===== src/rtl/sdram_pkg.sv =====
// Shared SDRAM definitions: arbiter state/grant encodings, address width and
// controller command codes used across the SDRAM blocks.
package sdram_pkg;

    localparam int unsigned SDRAM_ADDR_W = 20;

    typedef enum logic [1:0] {
        IDLE     = 2'd0,
        WR_BURST = 2'd1,
        RD_BURST = 2'd2,
        GAP      = 2'd3
    } arb_state_e;

    typedef enum logic {
        GRANT_WRITE = 1'b0,
        GRANT_READ  = 1'b1
    } grant_e;

    // Encoded as {cs_n, ras_n, cas_n, we_n}
    typedef enum logic [3:0] {
        CMD_LOAD_MODE  = 4'b0000,
        CMD_REFRESH    = 4'b0001,
        CMD_PRECHARGE  = 4'b0010,
        CMD_ACTIVE     = 4'b0011,
        CMD_WRITE      = 4'b0100,
        CMD_READ       = 4'b0101,
        CMD_BURST_STOP = 4'b0110,
        CMD_NOP        = 4'b0111,
        CMD_DESELECT   = 4'b1111
    } sdram_cmd_e;

endpackage


===== src/rtl/sdram_rw_arbiter_if.sv =====
// Bundle between the burst arbiter, the two data FIFOs and the SDRAM controller.
// master = arbiter side, slave = FIFO/controller side.
interface sdram_rw_arbiter_if #(
    parameter int unsigned ADDR_W  = 20,
    parameter int unsigned FIFO_DW = 10
);
    logic               ctrl_ready;
    logic [FIFO_DW-1:0] wr_fifo_usedw;
    logic [FIFO_DW-1:0] rd_fifo_usedw;
    logic               wr_restart;
    logic               rd_restart;
    logic               write_req;
    logic               read_req;
    logic               write_ack;
    logic               read_ack;
    logic [ADDR_W-1:0]  sdram_addr;
    logic               busy;
    logic               err_timeout;

    modport master (
        input  ctrl_ready, wr_fifo_usedw, rd_fifo_usedw, wr_restart, rd_restart,
        input  write_ack, read_ack,
        output write_req, read_req, sdram_addr, busy, err_timeout
    );

    modport slave (
        output ctrl_ready, wr_fifo_usedw, rd_fifo_usedw, wr_restart, rd_restart,
        output write_ack, read_ack,
        input  write_req, read_req, sdram_addr, busy, err_timeout
    );
endinterface


===== src/rtl/sdram_addr_ptr.sv =====
// Circular burst address pointer for one channel. A restart that arrives while
// the channel's burst is outstanding is parked until the burst ends.
module sdram_addr_ptr #(
    parameter int unsigned ADDR_W    = 20,
    parameter int unsigned BASE      = 0,
    parameter int unsigned LIMIT     = 32'h80000,
    parameter int unsigned BURST_LEN = 256
) (
    input  logic              clk_i,
    input  logic              rst_i,
    input  logic              advance_i,
    input  logic              restart_i,
    input  logic              hold_i,
    output logic [ADDR_W-1:0] ptr_o
);
    localparam int unsigned XW = ADDR_W + 1;
    localparam logic [XW-1:0] BASE_X  = XW'(BASE);
    localparam logic [XW-1:0] LIMIT_X = XW'(LIMIT);
    localparam logic [XW-1:0] STEP_X  = XW'(BURST_LEN);

    logic [ADDR_W-1:0] ptr_q, ptr_d;
    logic              latch_q, latch_d;
    logic [XW-1:0]     next_x;

    always_comb begin
        next_x  = {1'b0, ptr_q} + STEP_X;
        ptr_d   = ptr_q;
        latch_d = latch_q;
        if (hold_i) begin
            // Burst ends on advance (ack); on a timeout hold simply drops and
            // the parked restart is applied in the branch below.
            if (advance_i) begin
                latch_d = 1'b0;
                if (latch_q || restart_i) begin
                    ptr_d = BASE_X[ADDR_W-1:0];
                end else if (next_x >= LIMIT_X) begin
                    ptr_d = BASE_X[ADDR_W-1:0];
                end else begin
                    ptr_d = next_x[ADDR_W-1:0];
                end
            end else if (restart_i) begin
                latch_d = 1'b1;
            end
        end else if (latch_q || restart_i) begin
            ptr_d   = BASE_X[ADDR_W-1:0];
            latch_d = 1'b0;
        end
    end

    always_ff @(posedge clk_i) begin
        if (rst_i) begin
            ptr_q   <= BASE_X[ADDR_W-1:0];
            latch_q <= 1'b0;
        end else begin
            ptr_q   <= ptr_d;
            latch_q <= latch_d;
        end
    end

    assign ptr_o = ptr_q;

endmodule


===== src/rtl/sdram_rw_arbiter.sv =====
// Full-page burst scheduler between the write/read FIFOs and the SDRAM controller.
//
// state    | meaning
// ---------+--------------------------------------------------------------
// IDLE     | no burst outstanding; grant write/read when pending
// WR_BURST | write_req high, waiting for write_ack or timeout
// RD_BURST | read_req high, waiting for read_ack or timeout
// GAP      | one cycle with req low so the controller can leave its burst
module sdram_rw_arbiter
    import sdram_pkg::*;
#(
    parameter int unsigned ADDR_W      = SDRAM_ADDR_W,
    parameter int unsigned FIFO_DW     = 10,
    parameter int unsigned BURST_LEN   = 256,
    parameter int unsigned WR_BASE     = 32'h00000,
    parameter int unsigned WR_LIMIT    = 32'h80000,
    parameter int unsigned RD_BASE     = 32'h00000,
    parameter int unsigned RD_LIMIT    = 32'h80000,
    parameter int unsigned WR_THRESH   = 256,
    parameter int unsigned RD_THRESH   = 256,
    parameter int unsigned TIMEOUT_CYC = 4096
) (
    input  logic               S_CLK,
    input  logic               RST,
    sdram_rw_arbiter_if.master bus
);
    localparam int unsigned CNT_W = (TIMEOUT_CYC > 2) ? $clog2(TIMEOUT_CYC) : 1;
    localparam logic [CNT_W-1:0] CNT_LAST = CNT_W'(TIMEOUT_CYC - 1);
    localparam logic [CNT_W-1:0] CNT_ONE  = CNT_W'(1);
    localparam logic [FIFO_DW:0] WR_TH    = (FIFO_DW + 1)'(WR_THRESH);
    localparam logic [FIFO_DW:0] RD_TH    = (FIFO_DW + 1)'(RD_THRESH);

    arb_state_e        state_q, state_d;
    grant_e            last_q, last_d;
    logic [CNT_W-1:0]  cnt_q, cnt_d;
    logic [ADDR_W-1:0] addr_q, addr_d;
    logic              err_q, err_d;

    logic              wr_pend, rd_pend;
    logic              in_wr, in_rd;
    logic              wr_adv, rd_adv;
    logic [ADDR_W-1:0] wr_ptr, rd_ptr;

    assign wr_pend = bus.ctrl_ready & ({1'b0, bus.wr_fifo_usedw} >= WR_TH);
    assign rd_pend = bus.ctrl_ready & ({1'b0, bus.rd_fifo_usedw} <  RD_TH);
    assign in_wr   = (state_q == WR_BURST);
    assign in_rd   = (state_q == RD_BURST);
    assign wr_adv  = in_wr & bus.write_ack;
    assign rd_adv  = in_rd & bus.read_ack;

    sdram_addr_ptr #(
        .ADDR_W   (ADDR_W),
        .BASE     (WR_BASE),
        .LIMIT    (WR_LIMIT),
        .BURST_LEN(BURST_LEN)
    ) u_wr_ptr (
        .clk_i    (S_CLK),
        .rst_i    (RST),
        .advance_i(wr_adv),
        .restart_i(bus.wr_restart),
        .hold_i   (in_wr),
        .ptr_o    (wr_ptr)
    );

    sdram_addr_ptr #(
        .ADDR_W   (ADDR_W),
        .BASE     (RD_BASE),
        .LIMIT    (RD_LIMIT),
        .BURST_LEN(BURST_LEN)
    ) u_rd_ptr (
        .clk_i    (S_CLK),
        .rst_i    (RST),
        .advance_i(rd_adv),
        .restart_i(bus.rd_restart),
        .hold_i   (in_rd),
        .ptr_o    (rd_ptr)
    );

    always_comb begin
        state_d = state_q;
        last_d  = last_q;
        cnt_d   = cnt_q;
        addr_d  = addr_q;
        err_d   = err_q;
        case (state_q)
            IDLE: begin
                cnt_d = '0;
                // On contention the channel that did not win last time goes first
                if (wr_pend && (!rd_pend || last_q == GRANT_READ)) begin
                    state_d = WR_BURST;
                    addr_d  = wr_ptr;
                end else if (rd_pend) begin
                    state_d = RD_BURST;
                    addr_d  = rd_ptr;
                end
            end
            WR_BURST, RD_BURST: begin
                if (wr_adv || rd_adv) begin
                    state_d = GAP;
                    last_d  = in_wr ? GRANT_WRITE : GRANT_READ;
                end else if (cnt_q == CNT_LAST) begin
                    state_d = GAP;
                    err_d   = 1'b1;
                end else begin
                    cnt_d = cnt_q + CNT_ONE;
                end
            end
            GAP:     state_d = IDLE;
            default: state_d = IDLE;
        endcase
    end

    always_ff @(posedge S_CLK) begin
        if (RST) begin
            state_q <= IDLE;
            last_q  <= GRANT_READ;
            cnt_q   <= '0;
            addr_q  <= ADDR_W'(WR_BASE);
            err_q   <= 1'b0;
        end else begin
            state_q <= state_d;
            last_q  <= last_d;
            cnt_q   <= cnt_d;
            addr_q  <= addr_d;
            err_q   <= err_d;
        end
    end

    assign bus.write_req   = in_wr;
    assign bus.read_req    = in_rd;
    assign bus.busy        = in_wr | in_rd;
    assign bus.sdram_addr  = addr_q;
    assign bus.err_timeout = err_q;

endmodule


===== src/flat_wrapper.sv =====
// flat-port wrapper written by rule: the top's interface ports become plain ports
module sdram_rw_arbiter_flat import sdram_pkg::*;
#(
    parameter int unsigned ADDR_W      = SDRAM_ADDR_W,
    parameter int unsigned FIFO_DW     = 10,
    parameter int unsigned BURST_LEN   = 256,
    parameter int unsigned WR_BASE     = 32'h00000,
    parameter int unsigned WR_LIMIT    = 32'h80000,
    parameter int unsigned RD_BASE     = 32'h00000,
    parameter int unsigned RD_LIMIT    = 32'h80000,
    parameter int unsigned WR_THRESH   = 256,
    parameter int unsigned RD_THRESH   = 256,
    parameter int unsigned TIMEOUT_CYC = 4096
)
  (S_CLK, RST, bus_ctrl_ready, bus_wr_fifo_usedw, bus_rd_fifo_usedw, bus_wr_restart, bus_rd_restart, bus_write_ack, bus_read_ack, bus_write_req, bus_read_req, bus_sdram_addr, bus_busy, bus_err_timeout);
  sdram_rw_arbiter_if #(.ADDR_W(ADDR_W), .FIFO_DW(FIFO_DW)) bus_i ();
  input  logic S_CLK;
  input  logic RST;
  input wire logic [$bits(bus_i.ctrl_ready)-1:0] bus_ctrl_ready;
  input wire logic [$bits(bus_i.wr_fifo_usedw)-1:0] bus_wr_fifo_usedw;
  input wire logic [$bits(bus_i.rd_fifo_usedw)-1:0] bus_rd_fifo_usedw;
  input wire logic [$bits(bus_i.wr_restart)-1:0] bus_wr_restart;
  input wire logic [$bits(bus_i.rd_restart)-1:0] bus_rd_restart;
  input wire logic [$bits(bus_i.write_ack)-1:0] bus_write_ack;
  input wire logic [$bits(bus_i.read_ack)-1:0] bus_read_ack;
  output wire logic [$bits(bus_i.write_req)-1:0] bus_write_req;
  output wire logic [$bits(bus_i.read_req)-1:0] bus_read_req;
  output wire logic [$bits(bus_i.sdram_addr)-1:0] bus_sdram_addr;
  output wire logic [$bits(bus_i.busy)-1:0] bus_busy;
  output wire logic [$bits(bus_i.err_timeout)-1:0] bus_err_timeout;
  assign bus_i.ctrl_ready = bus_ctrl_ready;
  assign bus_i.wr_fifo_usedw = bus_wr_fifo_usedw;
  assign bus_i.rd_fifo_usedw = bus_rd_fifo_usedw;
  assign bus_i.wr_restart = bus_wr_restart;
  assign bus_i.rd_restart = bus_rd_restart;
  assign bus_i.write_ack = bus_write_ack;
  assign bus_i.read_ack = bus_read_ack;
  assign bus_write_req = bus_i.write_req;
  assign bus_read_req = bus_i.read_req;
  assign bus_sdram_addr = bus_i.sdram_addr;
  assign bus_busy = bus_i.busy;
  assign bus_err_timeout = bus_i.err_timeout;
  sdram_rw_arbiter #(.ADDR_W(ADDR_W), .FIFO_DW(FIFO_DW), .BURST_LEN(BURST_LEN), .WR_BASE(WR_BASE), .WR_LIMIT(WR_LIMIT), .RD_BASE(RD_BASE), .RD_LIMIT(RD_LIMIT), .WR_THRESH(WR_THRESH), .RD_THRESH(RD_THRESH), .TIMEOUT_CYC(TIMEOUT_CYC)) u_core (.S_CLK(S_CLK), .RST(RST), .bus(bus_i));
endmodule

===== config.mk =====
export PLATFORM = sky130hd
export DESIGN_NAME = sdram_rw_arbiter_flat
export DESIGN_NICKNAME = d
export VERILOG_FILES = /design/src/rtl/sdram_pkg.sv /design/src/rtl/sdram_rw_arbiter_if.sv /design/src/rtl/sdram_addr_ptr.sv /design/src/rtl/sdram_rw_arbiter.sv /design/src/flat_wrapper.sv
export SDC_FILE = /design/constraint.sdc
export NUM_CORES = 1
export LEC_CHECK = 0
export ABC_AREA = 1
export CELL_PAD_IN_SITES_DETAIL_PLACEMENT = 0
export CELL_PAD_IN_SITES_GLOBAL_PLACEMENT = 1
export CORE_MARGIN = 2
export CORE_UTILIZATION = 42
export DETAILED_ROUTE_END_ITERATION = 6
export GPL_TIMING_DRIVEN = 0
export PLACE_DENSITY_LB_ADDON = 0.12
export SLEW_MARGIN = 20
export SYNTH_ARGS = -nofsm -noshare
export SYNTH_HDL_FRONTEND = slang
export SYNTH_HIERARCHICAL = 1
export SYNTH_SLANG_ARGS = --single-unit

===== constraint.sdc =====
create_clock -name S_CLK -period 3.44 [get_ports S_CLK]
set_input_delay 0.344 -clock S_CLK [delete_from_list [all_inputs] [get_ports S_CLK]]
set_output_delay 0.344 -clock S_CLK [all_outputs]
set_load 0.005 [all_outputs]

==> results by group <==
Status
  – Status: complete, no violations

Clock tree
  – Htree depth: 3
  – Clk Latency, worst-skew pair: 350 ps
  – Clock Path Buffers: 2
  – Clock Pin Slew Worst Setup and Hold Paths: 70 ps
  – Clock Tree Root: clkbuf_8
  – Num CTS Buffers: 9
  – CTS tree: built
  – CTS sink count: 62
  – Setup bufs post-CTS: 0
  – Post-CTS sizing: 0
  – CTS Hold Buffers Added: 0

Pwr
  – Clock network fraction of total power: 29.7%
  – Int Power: 1.65 mW
  – Combinational Power Share: 36.3%
  – Max IR drop VDD: 0.000262 V
  – Switch Pwr: 888 µW
  – Sw Ratio: about a third
  – Sequential power share: 34.0%
  – Pwr Density: 550 nW/µm²
  – LEAKAGE: 1.92 nW

Critical path
  – CP endpoint: bus_busy
  – Slowest Stage Delay on Critical Path: ~560 ps
  – Worst Setup Start Kind: flip-flop
  – Crit. Startpoint: u_core/state_q[0]
  – R2R cell count: 11
  – Crit path max-delay family: buffers and inverters
  – Flop-to-flop setup slack: 1500 ps
  – Buffers & Inverters on Critical Path: 2
  – Arrival time worst endpoint: about 1800 ps
  – FF-to-FF Start: u_core/state_q[0]
  – CP cell instances: inv_1 -> ha_1 -> clkdlybuf4s50_1
  – FF-to-FF End: u_core/u_rd_ptr/ptr_o[17]
  – Crit-path slowest cell: clkdlybuf4s50_1
  – CP endpoint kind: primary output
  – WP depth: 3
  – Setup CP Type: reg -> out
  – Worst Path Required: 3100 ps
  – CP max FO: 8

Detailed routing
  – Post-Route WL: 9.38 mm
  – Via Count: 3840
  – Final ANT Viol Nets: 0
  – DR WL/cell: 11.8 µm
  – First-pass detailed-route iteration total: 5
  – Residual DRC: 0
  – Vias per cell: approximately 4.8
  – Initial DRC Count: ~200

Logic synthesis
  – Synth Area in Adders: 1.94%
  – Gate Count Post-Synth: 624
  – Simple-Gate Fraction of Synth Area: approximately 46%
  – Multiplexer share of the synthesized area: 0%
  – Post-synthesis sequential area ratio: 32.2%
  – Cell Area, Synth: 3860 µm²
  – Synth warn: 6
  – Mapped Avg Cell Area: between 6 and 7 µm²
  – Synthesized flop and latch total: 62
  – Xor/xnor share of the synthesized area: 0.454%
  – Post-synth cell types: 34
  – Largest family of logic cells by synthesized area: simple AND/OR/NAND/NOR gates
  – Post-synthesis compound-gate area fraction: roughly 7.4%

Worst hold path
  – Worst hold path cell count: 2
  – Min-delay worst type: reg -> reg

Finish
  – Layout cells sized above 1: 11.0%
  – Filler cell count: 932
  – Finished Layout Cells: 796
  – Layout area overhead: 19.7%
  – Reg area: ~1200 µm²
  – Nets: between 700 and 800
  – Post-Route Utilization: 52.5%
  – # diodes: 0
  – Final Cell Area: 4620 µm²
  – Footprint of the multi-input gates: 2210 µm²

Floorplan
  – Initial Utilization: 43.8%
  – Core Rows: 34
  – Die area: 9970 µm²
  – Die X: 99.9 µm
  – IO Count: 51
  – Die H: 99.9 µm
  – Core Box Area: 8810 µm²

Place
  – Area after DPL: 4390 µm²
  – Port bufs: 34
  – Gp weighted congestion: 0.834
  – Dpl cells: 780
  – Detailed Place HPWL: 6.97 mm

Global routing
  – Total congestion overflow: 0
  – Initial antenna violation count: 0
  – First-pass GRT wire length: 16.1 mm
  – Tot GR Track Use: between 10% and 20%
  – Vias in the first global route: 3500
  – Largest net degree at the start of global routing: 13

Timing
  – Endpoints failing hold: 0
  – Setup TNS Final: 0 ps
  – Worst slew pin tran: 562 ps
  – Clk_skew: 14.9 ps
  – Final Critical Period: 2150 ps
  – Unrepaired setup endpoints after global routing: false
  – Final hold slack: 472 ps
  – Setup violations, final: 0
  – Post-route clock period utilization: 62.5%
  – Slew Limit Fails: 0
  – Slew headroom: a little over three fifths
  – F_max: 465 MHz

Run
  – Max_cap viols: 0
[kinds of logic after synthesis]
logic type / count (synthesis)
buf+inv: 99
simple gates: 400
other cells: 2
flops: 62
compound gates: 53
fa+ha+maj: 6
xor+xnor: 2
[synth_stat cells (all sizes together)]
cell         number  area (µm²)
clkbuf            2        7.51
xor2              1        8.76
nor3              5        25.0
nand2           188         738
xnor2             1        8.76
o21a              2        15.0
nor4              2        12.5
ha                6        75.1
conb              2        7.51
nand4             5        31.3
clkinv            1        3.75
inv              67         251
o21ai             7        35.0
nand3b            2        15.0
o21bai            1        7.51
a21oi            42         221
nand3            82         460
dlygate4sd1       2        17.5
buf              27         185
nor2            116         485
dfxtp            62        1240
a31oi             1        6.26
[layout by cell type, fill, tap and decap left out, drive strengths merged]
cell type and n:
a21oi 42, a31oi 1, buf 27, bufinv 2, clkbuf 15, clkdlybuf4s50 34
clkinv 2, conb 16, dfxtp 62, dlygate4sd1 2, ha 6, inv 67
nand2 188, nand3 82, nand3b 2, nand4 5, nor2 116, nor3 5
nor4 2, o21a 2, o21ai 7, o21bai 1, xnor2 1, xor2 1
[per-layer routing]
metal	vias to the layer above	routed length, µm	global-route usage, %
met5	-	0	0
met4	0	78	5.69
met3	9	289	3.90
met2	61	4470	33.7
met1	1721	4540	26.1
li1	2049	-	-
[state kept, by name, summed over array words and instances (netlist names)]
register and flops:
u_core/u_wr_ptr/latch_q 1, u_core/u_rd_ptr/latch_q 1, u_core/u_wr_ptr/ptr_o 12, u_core/bus.err_timeout 1, u_core/state_q 2, u_core/last_q 1, u_core/u_rd_ptr/ptr_o 12, u_core/cnt_q 12
u_core/bus.sdram_addr 20
[tightest hold or removal path, stage by stage (launching register included)]
cell and delay, ps:
dfxtp_1 330, a21oi_1 60, o21ai_0 60
[per-stage QoR]
stage          setup slack (ps)  power, mW
6_report                   1290       2.54
5_1_grt                    1180       2.74
4_1_cts                    1240       2.58
3_5_place_dp               1410       1.81
3_3_place_gp               1460       1.79
2_1_floorplan              1910       1.48
[layout make-up]
cell class                      count  share of cell area, %
Multi-Input combinational cell    477                   47.7
Sequential cell                    62                   26.9
Timing Repair Buffer               34                   7.36
Inverter                           68                   5.52
Buffer                             31                   4.55
Clock buffer                       13                   3.65
Tap cell                          108                   2.92
Clock inverter                      3                   1.41
[power groups by stage]
stage | combinational, mW | clock, mW | sequential (mW)
after floorplan | 0.600 | 0 | 0.875
after global placement | 0.918 | 0 | 0.875
after detailed placement | 0.928 | 0 | 0.881
after CTS | 0.934 | 0.782 | 0.865
after global routing | 1.06 | 0.806 | 0.874
final | 0.922 | 0.756 | 0.863
[worst min path at each step]
stage	start	to	slack [ps]
global route	u_core/last_q	u_core/last_q	510
floorplan	RST	u_core/u_rd_ptr/ptr_o[8]	410
CTS	u_core/last_q	u_core/last_q	480
detailed placement	u_core/last_q	u_core/last_q	460
finish	u_core/last_q	u_core/last_q	470
global placement	u_core/last_q	u_core/last_q	450
Power figures use the tool's default switching activity.
